## src/rtl/bin_ram_reader_pkg.sv

```systemverilog
// bin_ram_reader_pkg: shared address width, reader FSM states and packer bit placement
package bin_ram_reader_pkg;
  localparam int BIN_ADDR_W = 11;
  typedef enum logic [1:0] {ST_IDLE, ST_READ, ST_DRAIN} state_t;
  function automatic logic [5:0] bit_pos(input logic [5:0] cnt, input int w, input bit msb_first);
    return msb_first ? 6'(w - 1) - cnt : cnt;
  endfunction
endpackage

```

## src/rtl/bin_bit_packer.sv

```systemverilog
// bin_bit_packer: serial bits into OUT_W-bit words on a valid/ready stream, zero-padded short last word
module bin_bit_packer
  import bin_ram_reader_pkg::*;
#(
  parameter int OUT_W     = 8,
  parameter int MSB_FIRST = 0
) (
  input  logic             clk,
  input  logic             rstn,
  input  logic             i_bit_valid,
  input  logic             i_bit,
  input  logic             i_bit_last,
  output logic [5:0]       o_cnt,
  output logic             o_valid,
  input  logic             i_ready,
  output logic [OUT_W-1:0] o_data,
  output logic             o_last
);
  logic [OUT_W-1:0] r_acc, r_data, w_word;
  logic [5:0] r_cnt;
  logic r_hold, r_hold_last, r_valid, r_last;
  logic w_end, w_end_last, w_move;
  assign o_cnt   = r_cnt;
  assign o_valid = r_valid;
  assign o_data  = r_data;
  assign o_last  = r_last;
  always_comb begin
    w_word     = r_acc | ((i_bit_valid & i_bit) ? OUT_W'(1) << bit_pos(r_cnt, OUT_W, MSB_FIRST != 0) : '0);
    w_end      = r_hold | (i_bit_valid & (r_cnt == 6'(OUT_W - 1) | i_bit_last));
    w_end_last = r_hold ? r_hold_last : i_bit_last;
    w_move     = w_end & (~r_valid | i_ready);
  end
  // a completed word that cannot move yet is held in the accumulator (r_hold)
  always_ff @(posedge clk or negedge rstn) begin
    if (!rstn) begin
      r_acc       <= '0;
      r_cnt       <= '0;
      r_hold      <= 1'b0;
      r_hold_last <= 1'b0;
      r_valid     <= 1'b0;
      r_data      <= '0;
      r_last      <= 1'b0;
    end else if (w_move) begin
      r_data      <= w_word;
      r_last      <= w_end_last;
      r_valid     <= 1'b1;
      r_acc       <= '0;
      r_cnt       <= '0;
      r_hold      <= 1'b0;
    end else begin
      if (r_valid & i_ready) r_valid <= 1'b0;
      r_acc       <= w_word;
      r_cnt       <= r_cnt + 6'(i_bit_valid);
      r_hold      <= w_end;
      r_hold_last <= w_end_last;
    end
  end
endmodule

```

## src/rtl/bin_ram_reader.sv

```systemverilog
// bin_ram_reader: reads len bits of a 1-bit line RAM from base_addr and streams them packed into words
module bin_ram_reader
  import bin_ram_reader_pkg::*;
#(
  parameter int ADDR_WIDTH = BIN_ADDR_W,
  parameter int OUT_W      = 8,
  parameter int MSB_FIRST  = 0
) (
  input  logic                  clk,
  input  logic                  rstn,
  input  logic                  start,
  input  logic [ADDR_WIDTH-1:0] base_addr,
  input  logic [ADDR_WIDTH:0]   len,
  output logic                  busy,
  output logic                  done,
  output logic                  ram_en,
  output logic [ADDR_WIDTH-1:0] ram_addr,
  input  logic                  ram_rd_data,
  output logic                  out_valid,
  input  logic                  out_ready,
  output logic [OUT_W-1:0]      out_data,
  output logic                  out_last
);
  state_t r_state, w_next;
  logic [ADDR_WIDTH-1:0] r_addr, r_ram_addr;
  logic [ADDR_WIDTH:0] r_left;
  logic r_ram_en, r_ram_last, r_rd_pend, r_rd_last, r_done;
  logic w_go, w_issue, w_final, w_pk_valid, w_pk_last;
  logic [5:0] w_pk_cnt;
  logic [6:0] w_occ;
  logic [OUT_W-1:0] w_pk_data;
  assign busy      = r_state != ST_IDLE;
  assign done      = r_done;
  assign ram_en    = r_ram_en;
  assign ram_addr  = r_ram_addr;
  assign out_valid = w_pk_valid;
  assign out_data  = w_pk_data;
  assign out_last  = w_pk_last;
  // packer holds at most one accumulating word plus the output word; in-flight reads count against that
  always_comb begin
    w_go    = r_state == ST_IDLE && start && len != '0;
    w_final = w_pk_valid & out_ready & w_pk_last;
    w_occ   = ((w_pk_valid & ~out_ready) ? 7'(OUT_W) : 7'd0) + 7'(w_pk_cnt) + 7'(r_rd_pend) + 7'(r_ram_en) + 7'd1;
    w_issue = r_state == ST_READ && r_left != '0 && w_occ <= 7'(2 * OUT_W);
    w_next  = r_state;
    if (w_go) w_next = ST_READ;
    if (r_state == ST_READ && r_left == '0) w_next = ST_DRAIN;
    if (r_state == ST_DRAIN && w_final) w_next = ST_IDLE;
  end
  always_ff @(posedge clk or negedge rstn) begin
    if (!rstn) r_state <= ST_IDLE;
    else r_state <= w_next;
  end
  always_ff @(posedge clk or negedge rstn) begin
    if (!rstn) begin
      r_addr     <= '0;
      r_ram_addr <= '0;
      r_left     <= '0;
      r_ram_en   <= 1'b0;
      r_ram_last <= 1'b0;
      r_rd_pend  <= 1'b0;
      r_rd_last  <= 1'b0;
      r_done     <= 1'b0;
    end else begin
      r_ram_en  <= w_go | w_issue;
      r_rd_pend <= r_ram_en;
      r_rd_last <= r_ram_en & r_ram_last;
      r_done    <= (r_state == ST_IDLE && start && len == '0) | (r_state == ST_DRAIN && w_final);
      if (w_go) begin
        r_ram_addr <= base_addr;
        r_addr     <= base_addr + ADDR_WIDTH'(1);
        r_left     <= len - (ADDR_WIDTH + 1)'(1);
        r_ram_last <= len == (ADDR_WIDTH + 1)'(1);
      end else if (w_issue) begin
        r_ram_addr <= r_addr;
        r_addr     <= r_addr + ADDR_WIDTH'(1);
        r_left     <= r_left - (ADDR_WIDTH + 1)'(1);
        r_ram_last <= r_left == (ADDR_WIDTH + 1)'(1);
      end
    end
  end
  bin_bit_packer #(.OUT_W(OUT_W), .MSB_FIRST(MSB_FIRST)) u_packer (
    .clk        (clk),
    .rstn       (rstn),
    .i_bit_valid(r_rd_pend),
    .i_bit      (ram_rd_data),
    .i_bit_last (r_rd_last),
    .o_cnt      (w_pk_cnt),
    .o_valid    (w_pk_valid),
    .i_ready    (out_ready),
    .o_data     (w_pk_data),
    .o_last     (w_pk_last)
  );
endmodule

```

## config.mk

```make
export PLATFORM = sky130hd
export DESIGN_NAME = bin_ram_reader
export DESIGN_NICKNAME = d
export VERILOG_FILES = /design/src/rtl/bin_ram_reader_pkg.sv /design/src/rtl/bin_bit_packer.sv /design/src/rtl/bin_ram_reader.sv
export SDC_FILE = /design/constraint.sdc
export NUM_CORES = 1
export LEC_CHECK = 0
export ABC_AREA = 1
export BUFFER_PORTS_ARGS = -buffer_cell sky130_fd_sc_hd__buf_2
export CORE_MARGIN = 3
export CORE_UTILIZATION = 40
export CTS_CLUSTER_DIAMETER = 150
export CTS_CLUSTER_SIZE = 20
export DETAILED_ROUTE_END_ITERATION = 10
export GPL_TIMING_DRIVEN = 1
export PLACE_DENSITY = 0.63
export SKIP_CTS_REPAIR_TIMING = 1
export SYNTH_ARGS = -nofsm -noshare
export SYNTH_HDL_FRONTEND = slang
export SYNTH_HIERARCHICAL = 1
export SYNTH_SLANG_ARGS = --single-unit
```

## constraint.sdc

```tcl
create_clock -name clk -period 2.7 [get_ports clk]
set_input_delay 0.135 -clock clk [delete_from_list [all_inputs] [get_ports clk]]
set_output_delay 0.135 -clock clk [all_outputs]
set_load 0.005 [all_outputs]
```

; Yosys cells after proc, flatten, opt, wreduce, memory -nomap -nowiden
; Index checks and enable logic that the tools add are counted.
[totals]
n_memories = 0
mem_bits_ro = 0
word_cells = 82
ff_bits = 67
latch_bits = 0
output_inout_bits = 24
ram_bits = 0
[op_classes]
n_reduce_logical = 16
shifts = 1
n_lt_le_gt_ge = 1
n_addsub = 9
bitwise_logic = 15
n_mux = 19
eq_ne = 5
n_mul = 0
n_div = 0
[op_table]
columns = op, n
row1 = $mux W11, 4
row2 = $eq A12 B1 Y1 const B, 2
row3 = $logic_not A12 Y1, 2
row4 = $mux W12, 2
row5 = $reduce_bool A12 Y1, 2
row6 = $sub A12 B1 Y12 const B, 2
row7 = $add A11 B1 Y11 const B, 2
row8 = $mux W8, 2
row9 = $add A7 B1 Y7, 2
row10 = $or A8 B8 Y8, 1
row11 = $shl A1 B6 Y8 const A, 1
row12 = $add A4 B6 Y7, 1
row13 = $add A7 B1 Y7 const B, 1
row14 = $and A1 B1 Y1, 7
row15 = $le A7 B5 Y1 const B, 1
row16 = $logic_and A1 B1 Y1, 7
row17 = $add A6 B1 Y6, 1
row18 = $eq A6 B3 Y1 const B, 1
row19 = $mux W1, 6
row20 = $mux W2, 3
row21 = $mux W6, 1
row22 = $reduce_bool A2 Y1, 3
row23 = $or A1 B1 Y1, 5
row24 = $mux W4, 1
row25 = 5 further kinds, 6

; Depth between registers and ports, before layout
[logic_depth]
depth_word = 11
mapped_depth = 20
ltp_nobuf = 19

; Cells and area by module
; The synthesis kept the hierarchy.
[by_module_without_submodules]
columns = mod, cells_each, n_inst, area_per_inst_um2, seq_area_each_um2
row1 = bin_ram_reader, 367, 1, 2718.9, 1026.0
row2 = bin_bit_packer, 151, 1, 1255.0, 650.6

; Worst setup path before layout
; No wires, ideal clock.
[synth_path]
path_type = reg2reg
from = register u_packer.r_cnt[0], in the netlist u_packer/o_cnt[0]
to = register r_addr[6]
t_arrival_ns = 2.394
slack_ns = 0.219
path_buffers = 1
required_time_ns = 2.613
period_less_slack_ns = 2.481
stages_incl_launch_ff = 19
path_cell_list = dfrtp_1 inv_1 ha_1 inv_1 ha_1 inv_1 fa_1 nor2_1 nand2_1 inv_1 nand2_1 nand2_1 nor2_1 nor2_1 nand2_2 nand2_1 buf_2 nand2_1 o211ai_1
[synth_via]
elab_chain_cells = 7
[synth_lines]
columns = item, line_no
row1 = "start, declared", bin_bit_packer.sv:20  ; logic [5:0] r_cnt;
row2 = "start signal, assigned", bin_bit_packer.sv:53  ; r_cnt <= r_cnt + 6'(i_bit_valid);
row3 = $add A4 B6 Y7, bin_ram_reader.sv:43  ; w_occ = ((w_pk_valid & ~out_ready) ? 7'(OUT_W) : 7'd0) + 7'(w_pk_cnt) + 7'(r_rd_pend) + 7'(r_ram_en) + 7'd1;
row4 = $add A7 B1 Y7 (3 in a row), bin_ram_reader.sv:43
row5 = $le A7 B5 Y1, bin_ram_reader.sv:44  ; w_issue = r_state == ST_READ && r_left != '0 && w_occ <= 7'(2 * OUT_W);
row6 = $logic_and A1 B1 Y1, bin_ram_reader.sv:44
row7 = $reduce_bool A2 Y1 (no line), -
row8 = "end signal, assigned", bin_ram_reader.sv:71  ; r_addr <= base_addr + ADDR_WIDTH'(1);
row9 = "end signal, assigned", bin_ram_reader.sv:76  ; r_addr <= r_addr + ADDR_WIDTH'(1);
row10 = "end, declared", bin_ram_reader.sv:25  ; logic [ADDR_WIDTH-1:0] r_addr, r_ram_addr;
; No other way between the ends.
; A chain may end at the register's enable or synchronous reset.

; Worst setup path after layout
[layout_path]
from = register r_ram_en, in the netlist ram_en
to = register r_ram_addr[1], in the netlist ram_addr[1]
[layout_via]
elab_chain_cells = 5
[layout_lines]
columns = item, line_no
row1 = "start, declared", bin_ram_reader.sv:27  ; logic r_ram_en, r_ram_last, r_rd_pend, r_rd_last, r_done;
row2 = "start signal, assigned", bin_ram_reader.sv:65  ; r_ram_en <= w_go | w_issue;
row3 = $add A7 B1 Y7 (2 in a row), bin_ram_reader.sv:43
row4 = $le A7 B5 Y1, bin_ram_reader.sv:44
row5 = $logic_and A1 B1 Y1, bin_ram_reader.sv:44
row6 = $reduce_bool A2 Y1 (no line), -
row7 = "end signal, assigned", bin_ram_reader.sv:70  ; r_ram_addr <= base_addr;
row8 = "end signal, assigned", bin_ram_reader.sv:75  ; r_ram_addr <= r_addr;
row9 = "end, declared", bin_ram_reader.sv:25
; No other way between the ends.

==> out/summary.txt <==
outcome -> finished with violations
violated checks -> negative hold slack
DRC viols -> 0
Setup Viol. Count Final -> 0
CP endpoint kind -> flip-flop
Final Hold Vio Count -> 40
post-route insts no fill -> 715
Switching Share -> 46.5%
reg2reg path depth -> 15
largest net degree at the start of global routing -> 43
clk sink count -> 67
Post-Route Skew -> 0.0125 ns
clock slew seen by the registers of the worst setup and hold paths -> 0.07 ns
Psw -> 0.00271 W
Row Count -> 35
final hold slack -> -0.0619 ns
Synth top cells by count -> nand2_1, inv_1, dfrtp_1
Clk pwr share -> 12.5%
Pre-antenna DRT Iters -> 4
Synth cell types -> 40
Initial Utilization -> 42.0%
FF-to-FF setup slack -> 0.20 ns
power density cells -> 1260 nW/um^2
Yosys reg bits -> 67
Int Pwr -> 0.00311 W
Yosys warnings -> 6
Die Y -> 106 um
via/cell ratio -> 4.76
overall die width -> 106 um
nets -> 622
Place WS -> -0.0249 ns
Hold Crit Class -> in2async
Post-DRT Antenna Nets -> 0
CTS buffer count -> 9
worst reg2reg startpoint -> ram_en$_DFF_PN0_
via count -> 3,405
max-cap violation count -> 0
CTS tree -> yes
worst skew pair latency -> 0.35 ns
Post-DP Area -> 4380 um^2
EDFF count, synth -> 0
CTS max path bufs -> 2
worst vdd ir -> 0.573 mV
layout cells sized above 1 -> 21.8%
Post-synth ARST share -> 100%
Syn Std Cell Area -> 3970 um^2
GPL Wtd Cong -> 0.801
area growth from synthesis to layout -> 16.5%
detailed placement HPWL -> 6440 um
Mapped Cells -> 518
Overall Global Routing Usage -> 16.8%
# placed instances -> 696
drt total wl -> 8820 um
IO Pins -> 52
RSZ-0062 raised after global routing -> true
Worst EP arrival -> 2.72 ns
cell taking the most area after synthesis -> dfrtp_1
grt total ovfl -> 0
critical path peak fanout -> 8
count leader, synth -> nand2_1
total negative slack -> 0 ns
sequential area share after synthesis -> 42.2%
Max-slew headroom -> 37.4%
Initial DRC Count -> 154
final worst slack -> 0.197 ns
Seq pwr share -> 29.7%
initial antenna violation count -> 0
die area -> 11,200 um^2
Pins Over Slew Limit -> 0
first-pass GRT wire length -> 15,300 um
share of the synthesized area in the top cell type -> 42.2%
CTS H-tree lvls -> 3
Worst Tran Pin Value -> 0.939 ns
net count after synthesis -> 559
critical path type -> reg2reg
fmax -> 400 MHz
vias in the first global route -> 3,383
clock root cell -> clkbuf_8
routed length per instance -> 12.3 um
Syn Area/Cell -> 7.67 um^2
ys flop type -> dfrtp_1
fin crit share -> 92.7%
I/O Buffers -> 51
area of the core -> 9460 um^2
Gate power share -> 57.8%
CP startpoint kind -> flip-flop
Worst EP required -> 2.92 ns
cell area after layout -> 4630 um^2
Worst R2R End -> ram_addr[1]$_DFFE_PN0P_
antenna cells -> 0
leakage -> 2.53 nW
top cells by area, synth -> dfrtp_1, nand2_1, inv_1
min cycle time layout -> 2.50 ns
fill count -> 1,002
worst max-delay path: stages, from the launching register on:
cell and delay [ns]:
dfrtp_1 0.34, inv_1 0.05, ha_1 0.27, inv_1 0.06, ha_1 0.16, inv_1 0.06
fa_1 0.47, inv_1 0.04, o22ai_1 0.15, nand2_1 0.08, nor2_2 0.14, nand2_2 0.09
nand2_4 0.12, buf_4 0.14, clkbuf_16 0.14, a31oi_1 0.08
power by group through the flow:
stage | clock network (W) | logic, W | registers, W
global placement | 0 | 0.00295 | 0.00173
finish | 0.000727 | 0.00336 | 0.00173
CTS | 0.000758 | 0.00305 | 0.00173
global route | 0.000793 | 0.00392 | 0.00178
detailed placement | 0 | 0.00303 | 0.00175
floorplan | 0 | 0.00228 | 0.00171
registers in the layout, indices dropped and copies added (netlist names):
register and flops:
u_packer/o_last 1, r_state 2, u_packer/o_data 8, ram_addr 11, u_packer/o_valid 1, u_packer/o_cnt 6, u_packer/r_hold_last 1, u_packer/r_hold 1
ram_en 1, r_left 12, u_packer/r_acc 8, r_rd_pend 1, r_ram_last 1, r_addr 11, done 1, r_rd_last 1
cell usage in the layout, fill, tap and decap left out, types with 2 or more instances in the layout:
| cell type | n |
|---|---|
| nand2_1 | 150 |
| inv_1 | 71 |
| dfrtp_1 | 67 |
| buf_2 | 51 |
| nor2_1 | 38 |
| o21ai_0 | 29 |
| nand3_1 | 28 |
| nand2_2 | 12 |
| nor3_1 | 12 |
| a21oi_1 | 12 |
| ha_1 | 12 |
| nor2_2 | 10 |
| clkbuf_8 | 9 |
| buf_4 | 9 |
| nand2_4 | 8 |
| xor2_1 | 8 |
| o211ai_1 | 7 |
| or2_2 | 5 |
| o21ai_1 | 4 |
| clkinv_2 | 4 |
| nand3_2 | 4 |
| o31ai_1 | 3 |
| nand3b_1 | 3 |
| nor2_4 | 2 |
| inv_2 | 2 |
| o21a_1 | 2 |
| o21ai_2 | 2 |
| nand4_1 | 2 |
| nand3_4 | 2 |
| clkinv_4 | 2 |
area by class of cell:
| type | instances | area [um^2] | area share [%] |
|---|---|---|---|
| flip-flops and latches | 67 | 1680 | 36.2 |
| well taps | 129 | 161 | 3.49 |
| multi-input cells | 365 | 1950 | 42.1 |
| inverters | 74 | 285 | 6.16 |
| clock buffers | 9 | 124 | 2.68 |
| repair buffers | 64 | 389 | 8.41 |
| clock inverters | 7 | 45.0 | 0.973 |
layer usage:
layer | up-vias | track usage [%] | routed length, um
li1 | 1758 | - | -
met1 | 1590 | 20.9 | 4020
met2 | 46 | 29.1 | 4400
met3 | 11 | 3.61 | 270
met4 | 0 | 5.37 | 132
met5 | - | 0 | 0
metrics by stage:
step | utilization (%) | power [W]
after floorplan | - | 0.00399
after global placement | 46.3 | 0.00468
after detailed placement | 46.3 | 0.00478
after CTS | 48.1 | 0.00554
after global routing | 48.9 | 0.00650
final | 48.9 | 0.00582
how the worst max path moves through the flow:
stage                                            from                      end  slack [ns]  cells past startpoint
after floorplan           u_packer/o_cnt[0]$_DFF_PN0_    r_addr[6]$_DFFE_PN0P_        0.22                     18
after global placement               ram_en$_DFF_PN0_    r_addr[8]$_DFFE_PN0P_        0.09                     18
after detailed placement  u_packer/o_cnt[0]$_DFF_PN0_    r_addr[8]$_DFFE_PN0P_       -0.02                     18
after CTS                            ram_en$_DFF_PN0_    r_addr[8]$_DFFE_PN0P_       -0.04                     18
after global routing      u_packer/o_cnt[0]$_DFF_PN0_    r_left[1]$_DFFE_PN0P_      -0.009                     18
final                                ram_en$_DFF_PN0_  ram_addr[1]$_DFFE_PN0P_        0.20                     15
kinds of logic (layout without fill, tap and decap cells):
kind of cell | after synthesis | in the layout | synth area share (%)
simple gates | 279 | 279 | 33.2
buf+inv | 86 | 154 | 9.10
flops | 67 | 67 | 42.2
compound gates | 64 | 64 | 9.29
fa+ha+maj | 13 | 13 | 4.28
xor+xnor | 9 | 9 | 1.98
Power figures use the tool's default switching activity.
